`config.mk`:
```
export PLATFORM = sky130hd
export DESIGN_NAME = kw_map_load_ctrl
export DESIGN_NICKNAME = d
export VERILOG_FILES = /design/src/rtl/kw_map_load_ctrl.sv
export SDC_FILE = /design/constraint.sdc
export NUM_CORES = 1
export LEC_CHECK = 0
export CAP_MARGIN = 20
export CORE_AREA = 2 2 137 139
export DETAILED_ROUTE_END_ITERATION = 10
export DIE_AREA = 0 0 139 141
export GPL_ROUTABILITY_DRIVEN = 0
export PLACE_DENSITY = 0.79
export SLEW_MARGIN = 30
export SYNTH_ARGS = -nofsm -noshare
export SYNTH_HDL_FRONTEND = slang
export SYNTH_SLANG_ARGS = --single-unit
```
`constraint.sdc`:
```
create_clock -name clk -period 6.7 [get_ports clk]
set_input_delay 1.34 -clock clk [delete_from_list [all_inputs] [get_ports clk]]
set_output_delay 1.34 -clock clk [all_outputs]
set_load 0.05 [all_outputs]
```
`src/rtl/kw_map_load_ctrl.sv`:
```
// ---------------------------------------------------------------------------
// kw_map_load_ctrl
//
// Load sequencer for the kernel-weight (KW) map register array. It sits
// between the layer sequencer and the NUM_REGS KW map slots. Each slot is an
// 8:1 mux over the eight weight-memory read banks (Rd_data0..7), with a load
// enable and a local clear.
//
// One accepted start for a KxK kernel runs this sequence:
//   1. CLEAR : the slots the kernel does not use (index >= K*K) are cleared.
//   2. READ  : an 8-word-wide weight-memory beat is requested.
//   3. WAIT  : the bench of RD_LATENCY-1 cycles until that beat is valid.
//   4. LOAD  : every used slot whose word lies in that beat is loaded.
//   Steps 2-4 repeat for each beat, then DONE pulses for one cycle.
//
// Kernel word w sits at global position p = start_offset + w. Its beat is
// p >> 3 and its bank (the slot's mux select) is p[2:0]. Mux selects are
// programmed once per accepted start and held until the next accepted start,
// so they are stable across every LOAD of the operation.
//
// Ports:
//   clk          in   clock
//   reset        in   asynchronous active-high reset
//   start        in   one-cycle request, ignored unless idle
//   kernel_size  in   K (legal range 1..MAX_K), sampled on accepted start
//   base_addr    in   weight-memory address of the first beat
//   start_offset in   bank holding kernel word 0 in the first beat
//   rd_en        out  weight-memory read strobe
//   rd_addr      out  beat address being read (0 when not reading)
//   Reg_loads    out  per-slot load enable
//   Mux_Sel      out  per-slot bank select, slot i at [3i+2:3i]
//   Local_Reset  out  per-slot clear
//   busy         out  operation in progress (CLEAR through last LOAD)
//   done         out  one-cycle completion pulse
//   cfg_err      out  pulses with done when kernel_size was illegal
// ---------------------------------------------------------------------------
module kw_map_load_ctrl #(
  parameter int NUM_REGS   = 49,
  parameter int MAX_K      = 7,
  parameter int ADDR_W     = 10,
  parameter int RD_LATENCY = 1
) (
  input  logic                  clk,
  input  logic                  reset,
  input  logic                  start,
  input  logic [2:0]            kernel_size,
  input  logic [ADDR_W-1:0]     base_addr,
  input  logic [2:0]            start_offset,
  output logic                  rd_en,
  output logic [ADDR_W-1:0]     rd_addr,
  output logic [NUM_REGS-1:0]   Reg_loads,
  output logic [3*NUM_REGS-1:0] Mux_Sel,
  output logic [NUM_REGS-1:0]   Local_Reset,
  output logic                  busy,
  output logic                  done,
  output logic                  cfg_err
);

  // Global word position: large enough for the last word at the largest
  // offset (7 + NUM_REGS - 1) and for the beat-count rounding term.
  localparam int POS_W  = $clog2(NUM_REGS + 16);
  localparam int BEAT_W = POS_W - 3;
  localparam int WAIT_W = (RD_LATENCY > 1) ? $clog2(RD_LATENCY) : 1;

  localparam logic [2:0] MAX_K_L = 3'(MAX_K);

  localparam logic [2:0] S_IDLE  = 3'd0;
  localparam logic [2:0] S_CLEAR = 3'd1;
  localparam logic [2:0] S_READ  = 3'd2;
  localparam logic [2:0] S_WAIT  = 3'd3;
  localparam logic [2:0] S_LOAD  = 3'd4;
  localparam logic [2:0] S_DONE  = 3'd5;

  logic [2:0]            state_q;
  logic                  err_q;
  logic [POS_W-1:0]      n_q;         // K*K of the running operation
  logic [2:0]            off_q;
  logic [ADDR_W-1:0]     base_q;
  logic [BEAT_W-1:0]     beat_q;
  logic [BEAT_W-1:0]     last_beat_q;
  logic [WAIT_W-1:0]     wait_q;
  logic [3*NUM_REGS-1:0] mux_sel_q;

  // Values derived from the inputs at the moment a start is accepted.
  logic                  k_legal;
  logic [POS_W-1:0]      n_in;
  logic [POS_W-1:0]      beats_in;
  logic [3*NUM_REGS-1:0] sel_init;

  always_comb begin
    // NOTE: every variable written here gets a default first, so no path
    // leaves a value unassigned and no latch is inferred.
    k_legal  = (kernel_size != 3'd0) && (kernel_size <= MAX_K_L);
    n_in     = POS_W'(kernel_size) * POS_W'(kernel_size);
    // ceil((start_offset + N) / 8)
    beats_in = (POS_W'(start_offset) + n_in + POS_W'(7)) >> 3;
    sel_init = '0;
    for (int i = 0; i < NUM_REGS; i++) begin
      logic [POS_W-1:0] pos;
      pos = POS_W'(start_offset) + POS_W'(i);
      if (POS_W'(i) < n_in) begin
        sel_init[3*i +: 3] = pos[2:0];
      end
    end
  end

  // -------------------------------------------------------------------------
  // Sequencer
  // -------------------------------------------------------------------------
  always_ff @(posedge clk or posedge reset) begin
    if (reset) begin
      state_q     <= S_IDLE;
      err_q       <= 1'b0;
      n_q         <= '0;
      off_q       <= '0;
      base_q      <= '0;
      beat_q      <= '0;
      last_beat_q <= '0;
      wait_q      <= '0;
      mux_sel_q   <= '0;
    end else begin
      // NOTE: all state here uses non-blocking assignments, so every register
      // samples the pre-edge values regardless of statement order.
      case (state_q)
        S_IDLE: begin
          if (start) begin
            if (k_legal) begin
              state_q     <= S_CLEAR;
              err_q       <= 1'b0;
              n_q         <= n_in;
              off_q       <= start_offset;
              base_q      <= base_addr;
              last_beat_q <= BEAT_W'(beats_in - POS_W'(1));
              // Selects become valid in CLEAR and stay put until the next
              // accepted start; an illegal request leaves them untouched.
              mux_sel_q   <= sel_init;
            end else begin
              state_q <= S_DONE;
              err_q   <= 1'b1;
            end
          end
        end

        S_CLEAR: begin
          beat_q  <= '0;
          state_q <= S_READ;
        end

        S_READ: begin
          wait_q  <= '0;
          state_q <= (RD_LATENCY == 1) ? S_LOAD : S_WAIT;
        end

        // RD_LATENCY-1 cycles between the read strobe and the load.
        S_WAIT: begin
          if (wait_q == WAIT_W'(RD_LATENCY - 2)) begin
            state_q <= S_LOAD;
          end else begin
            wait_q <= wait_q + WAIT_W'(1);
          end
        end

        S_LOAD: begin
          if (beat_q == last_beat_q) begin
            state_q <= S_DONE;
          end else begin
            beat_q  <= beat_q + BEAT_W'(1);
            state_q <= S_READ;
          end
        end

        S_DONE: begin
          state_q <= S_IDLE;
        end

        default: begin
          state_q <= S_IDLE;
        end
      endcase
    end
  end

  // -------------------------------------------------------------------------
  // Outputs: decoded from registered state only, never from start.
  // -------------------------------------------------------------------------
  always_comb begin
    rd_en       = (state_q == S_READ);
    rd_addr     = rd_en ? (base_q + ADDR_W'(beat_q)) : '0;
    busy        = (state_q != S_IDLE) && (state_q != S_DONE);
    done        = (state_q == S_DONE);
    cfg_err     = done && err_q;
    Mux_Sel     = mux_sel_q;
    Reg_loads   = '0;
    Local_Reset = '0;
    for (int i = 0; i < NUM_REGS; i++) begin
      logic [POS_W-1:0] slot;
      logic [POS_W-1:0] pos;
      slot = POS_W'(i);
      pos  = POS_W'(off_q) + slot;
      // Loads only touch slots < N and clears only slots >= N, and the two
      // happen in different states, so a slot never sees both at once.
      Reg_loads[i]   = (state_q == S_LOAD) && (slot < n_q) &&
                       (pos[POS_W-1:3] == beat_q);
      Local_Reset[i] = (state_q == S_CLEAR) && (slot >= n_q);
    end
  end

endmodule
```
==> impl_metrics.csv <==
group,metric,value,unit
clock_tree,clockBufferDepth,2,
grt,overflow,0,
placed_design,placed_cells,1359,
floorplanning,rows,50,
grt,grt_max_degree,113,
floorplanning,die_w,139,um
grt,grt_pass1_vias,7179,
route,drt-vias-per-instance,5.47,
yosys,ys_seq_area_share,49.4,%
setup_path,cp_data_arrival_time,3.52,ns
setup_path,crit_type,"reg2out",
yosys,synth_common_cells,"dfrtp_1 (165), nand2_1 (165), nor2_1 (108), o21ai_0 (65), a21oi_1 (44)",
yosys,synth_edf_count,0,
timing,period_minus_slack,4.86,ns
clock_tree,numCtsBuffers,17,
placed_design,post_dp_cell_area,0.0111,mm2
timing,skew,0.00497,ns
clock_tree,post_cts_buffers,0,
route,drt_first_iter_violations,520,
setup_path,cpMaxStageDelayCell,"clkdlybuf4s50_1",
floorplanning,initial_core_util,45.7,%
yosys,yosys_warnings,0,
yosys,synth_area_leaders,"dfrtp_1 (49%), nand2_1 (7.4%), nor2_1 (4.9%), a22o_1 (4.2%), o21ai_0 (3.9%)",
route,drc_errors,0,
pwr,vdd_drop_max,0.000363,V
placed_design,portBuffers,277,
layout,finalInstanceArea,0.0116,mm2
yosys,synth_cell_types,58,
clock_tree,cts_sinks,165,
timing,setup-tns-final,0,ns
min_path,hold_depth,2,
setup_path,worstPathCellList,"ha_1 -> inv_1 -> fa_1 -> nor2b_1 -> o21a_1 -> o211ai_1 -> xor2_1 -> nor2_1 -> clkdlybuf4s50_1",
route,drt_first_pass_iters,5,
setup_path,cp_num_buf_inv,2,
timing,fmax,0.206,GHz
grt,grt_use_total,26.0,%
yosys,syn_area_per_cell,9.07,um2
setup_path,critPathCapture,"rd_addr[6]",
run_status,status,"finished, final reports clean",
setup_path,startpoint,"beat_q[0]",
layout,utilization,63.6,%
yosys,ys_ff_latch,165,
min_path,hold_path.class,"reg2reg",
floorplanning,ioPinCount,278,
pwr,intPower,3100,uW
setup_path,critPathMaxFanout,15,
layout,area_delta_synth_final,39.0,%
clock_tree,insertion_delay,0.42,ns
timing,hold_viol_final,0,
setup_path,worstSetupStartpointType,"register",
setup_path,reg2reg_from,"state_q[2]",
timing,tightest_slew,1.00,ns
setup_path,crit_cells,9,
pwr,leakage,0.00526,uW
setup_path,critPathMaxStageDelay,0.81,ns
yosys,synthArstFlopShare,100,%
clock_tree,cts_resized,0,
floorplanning,coreArea,0.0183,mm2
job,max-cap-violations,0,
timing,relSlewSlack,32.9,%
route,postRouteAntennaNets,0,
setup_path,worstPathRequired,5.36,ns
pwr,clkPwrFrac,14.1,%
route,wl_per_cell,18.7,um
setup_path,reg2reg_to,"last_beat_q[2]",
clock_tree,clkTransAtPathRegs,0.06,ns
clock_tree,root_buffer,"clkbuf_16",
layout,final_cells,1390,
timing,rsz0062_at_grt,"no",
layout,drive_gt1_share,4.84,%
setup_path,reg2reg_depth,6,
route,vias,7597,
pwr,p_seq_share,26.8,%
clock_tree,htree_levels,4,
pwr,sw_frac_of_total,52.5,%
route,routed_wl,26000,um
timing,finalSetupViolCount,0,
yosys,synth_top_cell_area_share,49.4,%
timing,fin_crit_sh,72.5,%
pwr,p_switching,3430,uW
layout,final_nets,1179,
layout,nFillCells,1540,
clock_tree,cts_tree,"built",
setup_path,cp_top_family,"buffers and inverters",
pwr,pwr-share-comb,59.0,%
grt,grt_antenna_before_repair,0,
timing,report.final.slew_viol_count,0,
setup_path,cp-end-kind,"output port",
setup_path,r2r_setup_slack,3.64,ns
floorplanning,die_y,141,um
yosys,synth_area,0.00836,mm2
yosys,ys.flop_type,"dfrtp_1",
pwr,powerDensity,562,mW/mm2
yosys,yosys.area.top_type,"dfrtp_1",
layout,n_antenna_cell,0,
clock_tree,hold_buffers,0,
floorplanning,die_area,0.0196,mm2
yosys,syn_nets,956,
grt,grt_pass1_wl,40400,um
yosys,syn_inst,921,
placed_design,dpl.hpwl,18700,um
-- power by group through the flow --
stage	sequential [uW]	clock, uW	combinational (uW)
after detailed placement	1750	0	3860
after global routing	1800	974	4040
final	1750	923	3850
after global placement	1740	0	3820
after floorplan	2640	0	1740
after CTS	1750	936	3870
-- cell families after synthesis --
group,count (synthesis),synth area share [%]
fa+ha+maj,16,2.49
flops,165,49.4
compound gates,220,17.5
xor+xnor,29,3.04
mux,7,0.839
buf+inv,108,6.26
simple gates,376,20.5
-- metrics by stage --
step                hold WS, ns  power (uW)  setup slack (ns)
floorplan                 0.442        4380             0.898
global placement          0.449        5560              1.89
detailed placement        0.460        5610              1.74
CTS                       0.474        6550              1.86
global route              0.497        6820              1.68
finish                    0.471        6530              1.84
-- per-layer routing --
layer / up-vias / global-route usage (%) / part of all wire, %
li1: 3552 / - / -
met1: 3686 / 32.7 / 41
met2: 320 / 43.1 / 49
met3: 39 / 7.95 / 8.5
met4: 0 / 8.40 / 2.3
met5: - / 0 / 0
-- worst min-delay path by stage --
| stage | slack, ns | endpoint | startpoint |
|---|---|---|---|
| after floorplan | 0.44 | err_q | err_q |
| after global placement | 0.45 | Mux_Sel[74] | Mux_Sel[74] |
| after detailed placement | 0.46 | Mux_Sel[74] | Mux_Sel[74] |
| after CTS | 0.47 | Mux_Sel[74] | Mux_Sel[74] |
| after global routing | 0.50 | Mux_Sel[93] | Mux_Sel[93] |
| final | 0.47 | Mux_Sel[74] | Mux_Sel[74] |
-- layout by cell type, fill, tap and decap left out, drive strengths merged, types with 9 or more instances in the layout --
master,count
clkbuf,24
dfrtp,165
ha,15
inv,31
nand3,20
o31ai,14
nand2,168
nor2b,9
a21oi,44
nor3,16
a22o,40
a21o,19
a32o,11
o21ai,73
xnor2,14
clkdlybuf4s50,277
nor2,113
xor2,15
-- worst min-delay path: cells and delay by family, from the launching register on --
| kind | cells | cell delay (ns) |
|---|---|---|
| flip-flops | 1 | 0.34 |
| AND/OR/NAND/NOR | 2 | 0.10 |
-- sequential cells by signal (all words and copies together), names as in the netlist --
name,cells
Mux_Sel,134
base_q,10
wait_q,1
off_q,3
state_q,3
last_beat_q,4
beat_q,4
n_q,5
err_q,1
-- layout make-up --
| cell class | instances | area, um2 | area share [%] |
|---|---|---|---|
| repair buffers | 282 | 2810 | 24.2 |
| clock inverters | 7 | 71.3 | 0.614 |
| well taps | 234 | 293 | 2.52 |
| multi-input cells | 648 | 3710 | 31.9 |
| inverters | 30 | 120 | 1.03 |
| clock buffers | 24 | 482 | 4.15 |
| flip-flops and latches | 165 | 4130 | 35.5 |
(Power assumes the default switching activity.)
